==> config.mk <==
export PLATFORM = sky130hd
export DESIGN_NAME = pwm_rampa_motor
export DESIGN_NICKNAME = d
export VERILOG_FILES = /design/src/rtl/fsm_pwm_pkg.sv /design/src/rtl/pwm_dead_time.sv /design/src/rtl/pwm_rampa_motor.sv
export SDC_FILE = /design/constraint.sdc
export NUM_CORES = 1
export LEC_CHECK = 0
export ABC_CLOCK_PERIOD_IN_PS = 9490
export BUFFER_PORTS_ARGS = -buffer_cell sky130_fd_sc_hd__buf_2
export CAP_MARGIN = 20
export CORE_ASPECT_RATIO = 0.7
export CORE_UTILIZATION = 66
export CTS_CLUSTER_DIAMETER = 80
export DETAILED_ROUTE_END_ITERATION = 8
export PLACE_DENSITY = 0.87
export SETUP_SLACK_MARGIN = 0.3
export SYNTH_ARGS = -nofsm -noshare
export SYNTH_HDL_FRONTEND = slang
export SYNTH_HIERARCHICAL = 1
export SYNTH_SLANG_ARGS = --single-unit
==> constraint.sdc <==
create_clock -name clk -period 9.49 [get_ports clk]
set_clock_uncertainty 0.15 [all_clocks]
set_input_delay 2.3725 -clock clk [delete_from_list [all_inputs] [get_ports clk]]
set_output_delay 2.3725 -clock clk [all_outputs]
set_load 0.05 [all_outputs]
==> src/rtl/fsm_pwm_pkg.sv <==
// Shared constants, duty width and ramp-state enum for the soft-start PWM path.
// Latency: n/a (declarations and one combinational helper).
// Backpressure: n/a.
package fsm_pwm_pkg;

  localparam int DUTY_W    = 7;
  localparam int PWM_STEPS = 100;

  localparam logic [DUTY_W-1:0] PCT_0   = 7'd0;
  localparam logic [DUTY_W-1:0] PCT_30  = 7'd30;
  localparam logic [DUTY_W-1:0] PCT_50  = 7'd50;
  localparam logic [DUTY_W-1:0] PCT_100 = 7'd100;

  typedef enum logic [1:0] {
    IDLE,
    RAMP_UP,
    RAMP_DOWN,
    HOLD
  } pwm_state_e;

  // Move duty toward target by at most step, landing exactly on target when
  // the gap is smaller than step. Widened to 8 bits so duty+step cannot wrap.
  function automatic logic [DUTY_W-1:0] slew_duty(
    input logic [DUTY_W-1:0] duty,
    input logic [DUTY_W-1:0] target,
    input logic [7:0]        step
  );
    logic [7:0] d8;
    logic [7:0] t8;
    logic [7:0] gap;
    logic [7:0] res;
    d8  = {1'b0, duty};
    t8  = {1'b0, target};
    gap = 8'd0;
    res = t8;
    if (t8 > d8) begin
      gap = t8 - d8;
      if (gap > step) res = d8 + step;
    end else if (d8 > t8) begin
      gap = d8 - t8;
      if (gap > step) res = d8 - step;
    end
    if (res > 8'd100) res = 8'd100;
    return res[DUTY_W-1:0];
  endfunction

endpackage

==> src/rtl/pwm_dead_time.sv <==
// Splits a PWM stream into a gated complementary pair with dead-time after each edge.
// Latency: 1 clk from pwm_i to pwm_p_o / pwm_n_o (outputs registered).
// Backpressure: none; follows pwm_i every cycle.
module pwm_dead_time #(
  parameter int DEAD_CYC = 2
) (
  input  logic clk,
  input  logic reset,
  input  logic pwm_i,
  output logic pwm_p_o,
  output logic pwm_n_o
);

  localparam int            DW      = (DEAD_CYC > 1) ? $clog2(DEAD_CYC) : 1;
  localparam logic [DW-1:0] DT_LOAD = (DEAD_CYC > 1) ? DW'(DEAD_CYC - 1) : '0;

  logic          prev_q;
  logic [DW-1:0] dt_q;
  logic [DW-1:0] dt_d;
  logic          edge_det;
  logic          blank;
  logic          p_q;
  logic          n_q;

  // The edge cycle itself is the first blanked cycle, so the counter only
  // needs to cover the remaining DEAD_CYC-1 cycles.
  assign edge_det = pwm_i ^ prev_q;
  assign blank    = (DEAD_CYC != 0) && (edge_det || (dt_q != '0));

  // dead-time down-counter, reloaded on every input edge
  always_comb begin
    dt_d = dt_q;
    if (edge_det)          dt_d = DT_LOAD;
    else if (dt_q != '0)   dt_d = dt_q - DW'(1);
  end

  // both legs forced low while blanking so they are never high together
  always_ff @(posedge clk) begin
    if (reset) begin
      prev_q <= 1'b0;
      dt_q   <= '0;
      p_q    <= 1'b0;
      n_q    <= 1'b0;
    end else begin
      prev_q <= pwm_i;
      dt_q   <= dt_d;
      p_q    <= pwm_i & ~blank;
      n_q    <= ~pwm_i & ~blank;
    end
  end

  assign pwm_p_o = p_q;
  assign pwm_n_o = n_q;

endmodule

==> src/rtl/pwm_rampa_motor.sv <==
// Level request (30/50/100 %) to slew-limited fixed-period PWM; optional PWM_COMPLEMENTARY_EN adds pwm_n.
// Latency: request->target 1 clk; target->duty at next period wrap; counter->pwm_out 1 clk.
// Backpressure: none; free-running, duty only changes at period boundaries.
module pwm_rampa_motor
  import fsm_pwm_pkg::*;
#(
  parameter int PRE_DIV   = 1,
  parameter int SLEW_STEP = 5,
  parameter int DEAD_CYC  = 2
) (
  input  logic              clk,
  input  logic              reset,
  input  logic              out_30,
  input  logic              out_50,
  input  logic              out_100,
  output logic              pwm_out,
  output logic [DUTY_W-1:0] duty_actual,
  output logic              at_target,
  output logic              fault
`ifdef PWM_COMPLEMENTARY_EN
  ,
  output logic              pwm_n
`endif
);

  localparam int                PW       = (PRE_DIV > 1) ? $clog2(PRE_DIV) : 1;
  localparam logic [PW-1:0]     PRE_LAST = PW'(PRE_DIV - 1);
  localparam logic [DUTY_W-1:0] CNT_LAST = DUTY_W'(PWM_STEPS - 1);
  localparam logic [7:0]        STEP8    = 8'(SLEW_STEP);

  if (PRE_DIV < 1 || SLEW_STEP < 1 || SLEW_STEP > 100 || DEAD_CYC < 0) begin : g_param_check
    $error("pwm_rampa_motor: parameter out of range");
  end

  logic [PW-1:0]     pre_q;
  logic [DUTY_W-1:0] cnt_q;
  logic              tick;
  logic              wrap;

  logic [DUTY_W-1:0] target_d;
  logic [DUTY_W-1:0] target_q;
  logic              fault_d;
  logic              fault_q;

  pwm_state_e        state_q;
  logic [DUTY_W-1:0] duty_d;
  logic [DUTY_W-1:0] duty_q;

  logic              pwm_d;
  logic              at_target_q;

  assign tick = (pre_q == PRE_LAST);
  assign wrap = tick && (cnt_q == CNT_LAST);

  // prescaler tick and 0..99 period counter
  always_ff @(posedge clk) begin
    if (reset) begin
      pre_q <= '0;
      cnt_q <= '0;
    end else begin
      pre_q <= tick ? '0 : pre_q + PW'(1);
      if (tick) cnt_q <= wrap ? '0 : cnt_q + DUTY_W'(1);
    end
  end

  // one-hot level decode; conflicting requests keep the old target and flag fault
  always_comb begin
    target_d = target_q;
    fault_d  = 1'b0;
    case ({out_100, out_50, out_30})
      3'b000:  target_d = PCT_0;
      3'b001:  target_d = PCT_30;
      3'b010:  target_d = PCT_50;
      3'b100:  target_d = PCT_100;
      default: fault_d  = 1'b1;
    endcase
  end

  // target and fault registers
  always_ff @(posedge clk) begin
    if (reset) begin
      target_q <= PCT_0;
      fault_q  <= 1'b0;
    end else begin
      target_q <= target_d;
      fault_q  <= fault_d;
    end
  end

  // The boundary uses the already-registered target, so a request arriving on
  // the wrap cycle is only seen at the following boundary.
  assign duty_d = slew_duty(duty_q, target_q, STEP8);

  // duty slew and ramp state, both advanced only at period boundaries
  always_ff @(posedge clk) begin
    if (reset) begin
      state_q <= IDLE;
      duty_q  <= PCT_0;
    end else if (wrap) begin
      duty_q <= duty_d;
      if (duty_d == target_q) state_q <= (duty_d == PCT_0) ? IDLE : HOLD;
      else if (duty_d < target_q) state_q <= RAMP_UP;
      else state_q <= RAMP_DOWN;
    end
  end

  // IDLE always has duty 0, so gating on state only reinforces a quiet output.
  // cnt never exceeds 99, so duty 100 keeps the drive high across the wrap.
  assign pwm_d = (state_q != IDLE) && (cnt_q < duty_q);

  // registered at-target flag
  always_ff @(posedge clk) begin
    if (reset) at_target_q <= 1'b1;
    else       at_target_q <= (duty_q == target_q);
  end

`ifdef PWM_COMPLEMENTARY_EN
  pwm_dead_time #(
    .DEAD_CYC (DEAD_CYC)
  ) u_dead_time (
    .clk     (clk),
    .reset   (reset),
    .pwm_i   (pwm_d),
    .pwm_p_o (pwm_out),
    .pwm_n_o (pwm_n)
  );
`else
  logic pwm_q;

  // registered PWM drive
  always_ff @(posedge clk) begin
    if (reset) pwm_q <= 1'b0;
    else       pwm_q <= pwm_d;
  end

  assign pwm_out = pwm_q;
`endif

  assign duty_actual = duty_q;
  assign at_target   = at_target_q;
  assign fault       = fault_q;

endmodule

Word level (Yosys, flattened, before mapping) --
Cells that the tools add are included.
Word-level totals: register bits 27, latch bits 0, memory bits (writable) 0, memory bits (read-only) 0, bits of input ports 5, output and inout bits 10, word-level logic and storage cells 47, memories 0
Operators by class: add/sub/neg operators 6, multipliers 0, divide/modulo/power cells 0, $lt $le $gt $ge 7, eq/ne operators 6, shifts and indexed selects 0, multiplexer cells 11, bitwise gates (word level) 1, reduce and logical (&&, ||, !) cells 8
Operators by type and width (count):
- 8-bit two-way mux | 4
- 7-bit case mux with 4 select lines | 1
- 8-bit by 3-bit > comparator with 1-bit output, second input constant | 2
- 7-bit by 7-bit subtractor with 8-bit output | 2
- 7-bit equality test | 2
- 7-bit > comparator | 2
- 7-bit less-than comparator | 2
- 7-bit two-way mux | 2
- 7-bit by 3-bit adder with 8-bit output, second input constant | 1
- 8-bit by 7-bit > comparator with 1-bit output, second input constant | 1
- 7-bit by 3-bit subtractor with 8-bit output, second input constant | 1
- 7-bit by 1-bit adder with 7-bit output, second input constant | 1
- 7-bit equality test, second input constant | 1
- 7-bit logical NOT | 1
- 2-bit two-way mux | 3
- 4-bit nonzero test | 1
- 4-bit OR reduction | 1
- 3-bit by 1-bit equality test with 1-bit output, second input constant | 1
- 3-bit by 2-bit equality test with 1-bit output, second input constant | 1
- 3-bit equality test, second input constant | 1
- 3-bit logical NOT | 1
- 1-bit logical AND | 2
- 2-bit nonzero test | 1
- 2-bit OR reduction | 1
- other kinds (3) | 3

Logic depth before layout (Yosys ltp) --
word-level depth 10, gate-level depth with buffers 21, depth with buffers taken out 20

Least setup slack after synthesis --
Ideal clock, no wire load.
path kind flip-flop to flip-flop, start point register duty_q[3], in the netlist duty_actual[3], end point register state_q[1], setup time 0.122 ns, data arrival time 4.305 ns, data required time 9.218 ns, slack 4.913 ns, cell stages (with the launch flop) 19, path buffers 2, period minus slack after synthesis 4.577 ns, cells stage by stage dfxtp_1 > clkbuf_1 > inv_1 > ha_1 > buf_6 > or2_4 > o21ai_2 > xnor2_1 > nor4_2 > o22a_2 > a2111oi_2 > nor4_4 > a211oi_1 > ha_1 > a21o_1 > a21o_1 > a211o_1 > a211oi_1 > o21ai_1
Between the ends: cells in the longest elaborated chain, start to end 10, elaborated cells on any way between the ends 20, classes of those cells add/sub (4); order compare (6); eq/ne (1); mux (8); reduce/logical (1)
Ends and longest elaborated chain:
- from (decl) | line pwm_rampa_motor.sv:47 | logic [DUTY_W-1:0] duty_q;
- from (signal assigned) | line pwm_rampa_motor.sv:100 | duty_q <= duty_d;
- 7-bit by 7-bit subtractor with 8-bit output | line fsm_pwm_pkg.sv:40 | gap = d8 - t8;
- 8-bit by 3-bit > comparator with 1-bit output | line fsm_pwm_pkg.sv:41 | if (gap > step) res = d8 - step;
- 8-bit two-way mux | line fsm_pwm_pkg.sv:41
- 8-bit two-way mux | line fsm_pwm_pkg.sv:39 | end else if (d8 > t8) begin
- 8-bit two-way mux * | line fsm_pwm_pkg.sv:36 | if (t8 > d8) begin
- 8-bit by 7-bit > comparator with 1-bit output | line fsm_pwm_pkg.sv:43 | if (res > 8'd100) res = 8'd100;
- 7-bit two-way mux * | line fsm_pwm_pkg.sv:43
- via duty_d[4] | line pwm_rampa_motor.sv:46 | logic [DUTY_W-1:0] duty_d;
- 7-bit less-than comparator / 7-bit logical NOT (equally long branches) | line pwm_rampa_motor.sv:102, pwm_rampa_motor.sv:101
- 2-bit two-way mux (on tied branches) | line pwm_rampa_motor.sv:102, pwm_rampa_motor.sv:101
- 2-bit two-way mux * | line pwm_rampa_motor.sv:101 | if (duty_d == target_q) state_q <= (duty_d == PCT_0) ? IDLE : HOLD;
- to (signal assigned) | line pwm_rampa_motor.sv:101
- to (decl) | line pwm_rampa_motor.sv:45 | pwm_state_e state_q;
Mark *: on every way through the listed nets, which the timed path passes. The rest lies on a longest branch. A chain may end at the register's enable or synchronous reset.

Worst setup path in the final report --
start point register duty_q[4], in the netlist duty_actual[4], end point register state_q[0]
Between the ends: cells in the longest elaborated chain, start to end 10, elaborated cells on any way between the ends 20, classes of those cells add/sub (4); order compare (6); eq/ne (1); mux (8); reduce/logical (1)
Ends and longest elaborated chain (line):
- 7-bit by 7-bit subtractor with 8-bit output | fsm_pwm_pkg.sv:40
- 8-bit by 3-bit > comparator with 1-bit output | fsm_pwm_pkg.sv:41
- 8-bit two-way mux | fsm_pwm_pkg.sv:41
- 8-bit two-way mux | fsm_pwm_pkg.sv:39
- 8-bit two-way mux * | fsm_pwm_pkg.sv:36
- 8-bit by 7-bit > comparator with 1-bit output | fsm_pwm_pkg.sv:43
- 7-bit two-way mux * | fsm_pwm_pkg.sv:43
- 7-bit less-than comparator / 7-bit logical NOT (equally long branches) | pwm_rampa_motor.sv:102, pwm_rampa_motor.sv:101
- 2-bit two-way mux (on tied branches) | pwm_rampa_motor.sv:102, pwm_rampa_motor.sv:101
- 2-bit two-way mux * | pwm_rampa_motor.sv:101
Every way passes the cells marked *; elsewhere a longest branch is shown, timed or not.

==> run summary <==
In the synthesized netlist, the number of instances is 306. The net switching share of the total power works out to 0.401. The worst setup path is launched from a register. The total overflow left after global routing is 0.

After detailed routing, the wire length on met1 is 2890 µm. The timing-limited maximum frequency is 194 MHz, and the async set-or-reset flop fraction in the synthesized netlist is 0. The net count reported at finish was 347; the estimated wirelength of the detail-placed design was 5010 µm. Share of power burned in combinational logic: 0.447. The number of input and output port buffers inserted was 14; the final hold violation count was 0. The synthesis-to-layout area growth was 4.76%. The total routed wirelength is 6330 µm, and the post-cts repair resize count is 0. The worst setup path is of the reg2reg kind.

STA classifies the critical path endpoint as a register. The vertical die dimension was 52.9 µm; the total count of max-transition violations in the final report was 0. The total number of vias was 2322. TritonCTS built the clock tree. The total clock buffers created by CTS came out at 3. The part of the power in registers is 0.347, and the clock sink count is 25. For this run, design rule violations remaining after detail routing come to 0. The register bit total from synthesis is 25.

Among all stages on the critical path, the largest delay is contributed by sky130_fd_sc_hd__dfxtp_1. The logs give 5.17 ns for the signal arrival time at the worst endpoint and 15 for the number of placed I/O pins. Yosys printed 6 warnings. Counting instances, the worst hold path has a depth of 2. The worst register-to-register path has a depth of 16. The master cell of the clock root buffer was sky130_fd_sc_hd__clkbuf_8.

The met2 wirelength from detailed routing came out at 2600 µm. The floorplan step defined a die boundary enclosing 3950 µm². The worst path in the final design needs a cycle of 5.15 ns, including I/O delays and setup. The tightest hold path in the finished design has a slack of 0.310 ns. The number of buffers inserted for hold repair after clock tree synthesis is 0, and the global placer's final weighted congestion is 0.960.

The tools report the maximum vdd drop as 0.0000903 V. The internal power of the cells totals 193 µW. Grouping stages by cell kind, the critical path spends the most delay in compound AO/OA/AOI/OAI gates.

The tools report the via count of the first global-routing pass as 2085. The power density of the placed cells is 126 nW/µm², and the worst-skew pair later-pin latency is 0.27 ns. The largest stage delay on the critical path came out at 0.53 ns.

The number of logic stages on the critical path including buffering is 16. For the count of TritonRoute iterations in the first routing pass, the log shows 5. The area of placed instances came out at 2510 µm². The run gives 0 as the number of antenna repair diodes. In the final routed layout, each cell accounts on average for 17.4 µm. Part of the cycle the worst path needs: 0.543.

The die width was 74.7 µm. Dividing the detail-routed via count by the number of cells gives 6.40. Detailed routing placed a total of 717 µm of wire on met3. After routing, the total negative slack on setup checks comes to 0 ns.

For flop-to-flop paths, the worst setup slack is 4.34 ns. Entering global routing, the biggest net connects 20 pins. The floorplan has 18 rows. For the total of endpoints with negative setup slack in the final report, the log shows 0.

The maximum fanout along the worst path came out at 11. STA puts the critical path data required time at 9.51 ns. After synthesis, the mean cell area works out to 7.98 µm². The number of antenna violations at the first check in global routing is 0, and the critical path buffer and inverter count is 1. The first global-routing pass estimated 10300 µm of wire. The number of routed nets with antenna violations was 0; the static power due to leakage was 1.06 nW. Setup repair after global routing left no endpoint under its margin. Walking the worst path, the cells encountered are inv_1 -> ha_1 -> a21o_1 -> a21oi_1 -> a21oi_1 -> o21ai_0 -> or2_1 -> o21ai_4 -> o221ai_1 -> nand3_1 -> a211o_1 -> ha_1 -> nand3_1 -> nand3b_1 -> o31ai_2 -> o21ai_1. Share of synthesized area occupied by flip-flops and latches: 0.205. The run finished with clean final reports. The logs give 129 µW for the switching power summed over all nets and 1 for the number of H-tree branching levels. Among all flip-flop cells after synthesis, the most frequent one is sky130_fd_sc_hd__dfxtp_1. For the pin with the worst max-slew slack, the measured transition is 0.533 ns. The ratio of cells with drive above 1 in the final layout was 0.141. All-layer global routing usage: 0.349. The number of different library cells used by synthesis comes to 72. The run gives 0.206 as the power share of the clock group.

The post-CTS repair timing setup buffer count is 0. In this run the deepest clock path goes through 2 buffers. The synthesized netlist occupies a cell area of 2440 µm².

The highest layer touched by signal routing is met4. The clock-pin slew reported for the worst setup and hold paths after clock tree synthesis works out to 0.10 ns. The relative max-transition margin is 0.641. In this run, the number of DRC markers left after iteration 0 of detailed routing was 204. Counting flops with a built-in enable in the synthesized netlist gives 0.

Max-cap violations in this run came to 0. The number of nets in the synthesized netlist is 339. The tools report the total non-filler cell area in the finished layout as 2560 µm². The worst min-delay path class is reg2reg.

The core area came out at 3540 µm². For the effective utilization at floorplan, the log shows 0.691.
==> per-stage QoR <==
step	setup slack (ns)	util	total power, mW	std cells
detailed placement	4.50	0.710	0.253	359
global route	4.05	0.724	0.341	363
floorplan	4.91	-	0.226	306
finish	4.34	0.724	0.322	363
global placement	4.49	0.710	0.248	359
CTS	4.41	0.724	0.318	363
==> synthesized netlist by cell type (all sizes together) (4+ instances only) <==
library cell	n	share of area
nand3	9	0.020
a211oi	9	0.028
a21oi	21	0.045
mux2i	4	0.016
nand2	19	0.030
inv	21	0.032
nand2b	6	0.018
nor2b	4	0.010
nor2	39	0.060
buf	4	0.016
dfxtp	25	0.20
ha	27	0.14
a21o	9	0.029
nor4	4	0.019
xnor2	8	0.029
o211ai	4	0.016
or2	4	0.011
a31oi	4	0.015
nor3	9	0.018
clkbuf	7	0.011
o21ai	15	0.037
==> state kept, by name (all words and copies together), names as in the netlist <==
| signal | flops |
|---|---|
| target_q | 5 |
| state_q | 2 |
| duty_actual | 7 |
| at_target | 1 |
| pwm_out | 1 |
| cnt_q | 7 |
| fault | 1 |
| pre_q | 1 |
==> worst paths after layout <==
path                   from    endpoint
max          duty_actual[4]  state_q[0]
min              state_q[1]  state_q[1]
max reg2reg  duty_actual[4]  state_q[0]
min reg2reg      state_q[1]  state_q[1]
==> kinds of logic (layout without fill, tap and decap cells) <==
| family | after synthesis | after routing | share of synthesized area |
|---|---|---|---|
| simple gates | 111 | 111 | 0.240 |
| compound gates | 92 | 92 | 0.289 |
| buf+inv | 34 | 41 | 0.0620 |
| fa+ha+maj | 28 | 28 | 0.147 |
| flops | 25 | 25 | 0.205 |
| xor+xnor | 11 | 11 | 0.0394 |
| mux | 4 | 4 | 0.0164 |
| other cells | 1 | 1 | 0.00154 |
==> placed cells by master (no fill, tap or decap), types with 4 or more instances in the layout <==
| cell type | instances |
|---|---|
| sky130_fd_sc_hd__nand2b_1 | 5 |
| sky130_fd_sc_hd__dfxtp_1 | 25 |
| sky130_fd_sc_hd__a21oi_1 | 20 |
| sky130_fd_sc_hd__inv_1 | 21 |
| sky130_fd_sc_hd__a211oi_1 | 9 |
| sky130_fd_sc_hd__nor3_1 | 9 |
| sky130_fd_sc_hd__ha_1 | 27 |
| sky130_fd_sc_hd__mux2i_1 | 4 |
| sky130_fd_sc_hd__a21o_1 | 6 |
| sky130_fd_sc_hd__nand3_1 | 8 |
| sky130_fd_sc_hd__nor2b_1 | 4 |
| sky130_fd_sc_hd__xnor2_1 | 8 |
| sky130_fd_sc_hd__nor2_1 | 39 |
| sky130_fd_sc_hd__o21ai_0 | 10 |
| sky130_fd_sc_hd__buf_2 | 14 |
| sky130_fd_sc_hd__nand2_1 | 18 |
==> cell type report <==
class,instances,area (µm²)
tap,50,62.6
multi-input combinational,247,1790
fill,293,977
sequential,25,500
inverter,23,86.3
clock inverter,1,7.51
clock buffer,3,41.3
timing repair buffer,14,70.1
==> worst reg2reg max path, cell delays in order (launching register included) <==
cell and delay (ns):
sky130_fd_sc_hd__dfxtp_1 0.53, sky130_fd_sc_hd__inv_1 0.19, sky130_fd_sc_hd__ha_1 0.50, sky130_fd_sc_hd__a21o_1 0.24
sky130_fd_sc_hd__a21oi_1 0.27, sky130_fd_sc_hd__a21oi_1 0.16, sky130_fd_sc_hd__o21ai_0 0.46, sky130_fd_sc_hd__or2_1 0.44
sky130_fd_sc_hd__o21ai_4 0.19, sky130_fd_sc_hd__o221ai_1 0.37, sky130_fd_sc_hd__nand3_1 0.25, sky130_fd_sc_hd__a211o_1 0.35
sky130_fd_sc_hd__ha_1 0.27, sky130_fd_sc_hd__nand3_1 0.11, sky130_fd_sc_hd__nand3b_1 0.22, sky130_fd_sc_hd__o31ai_2 0.24
sky130_fd_sc_hd__o21ai_1 0.10
==> metal layers <==
metal  GRT usage  vias up
li1            -     1137
met1       0.488     1053
met2       0.506      120
met3       0.107       12
met4       0.110        0
met5           0        -
==> power by group through the flow <==
| stage | clock network [mW] | logic [mW] | registers (mW) |
|---|---|---|---|
| 2_1_floorplan | 0 | 0.111 | 0.115 |
| 3_3_place_gp | 0 | 0.134 | 0.114 |
| 3_5_place_dp | 0 | 0.139 | 0.114 |
| 4_1_cts | 0.0668 | 0.140 | 0.111 |
| 5_1_grt | 0.0717 | 0.157 | 0.112 |
| 6_report | 0.0663 | 0.144 | 0.112 |
No activity file was read; power rests on OpenSTA's default activity.
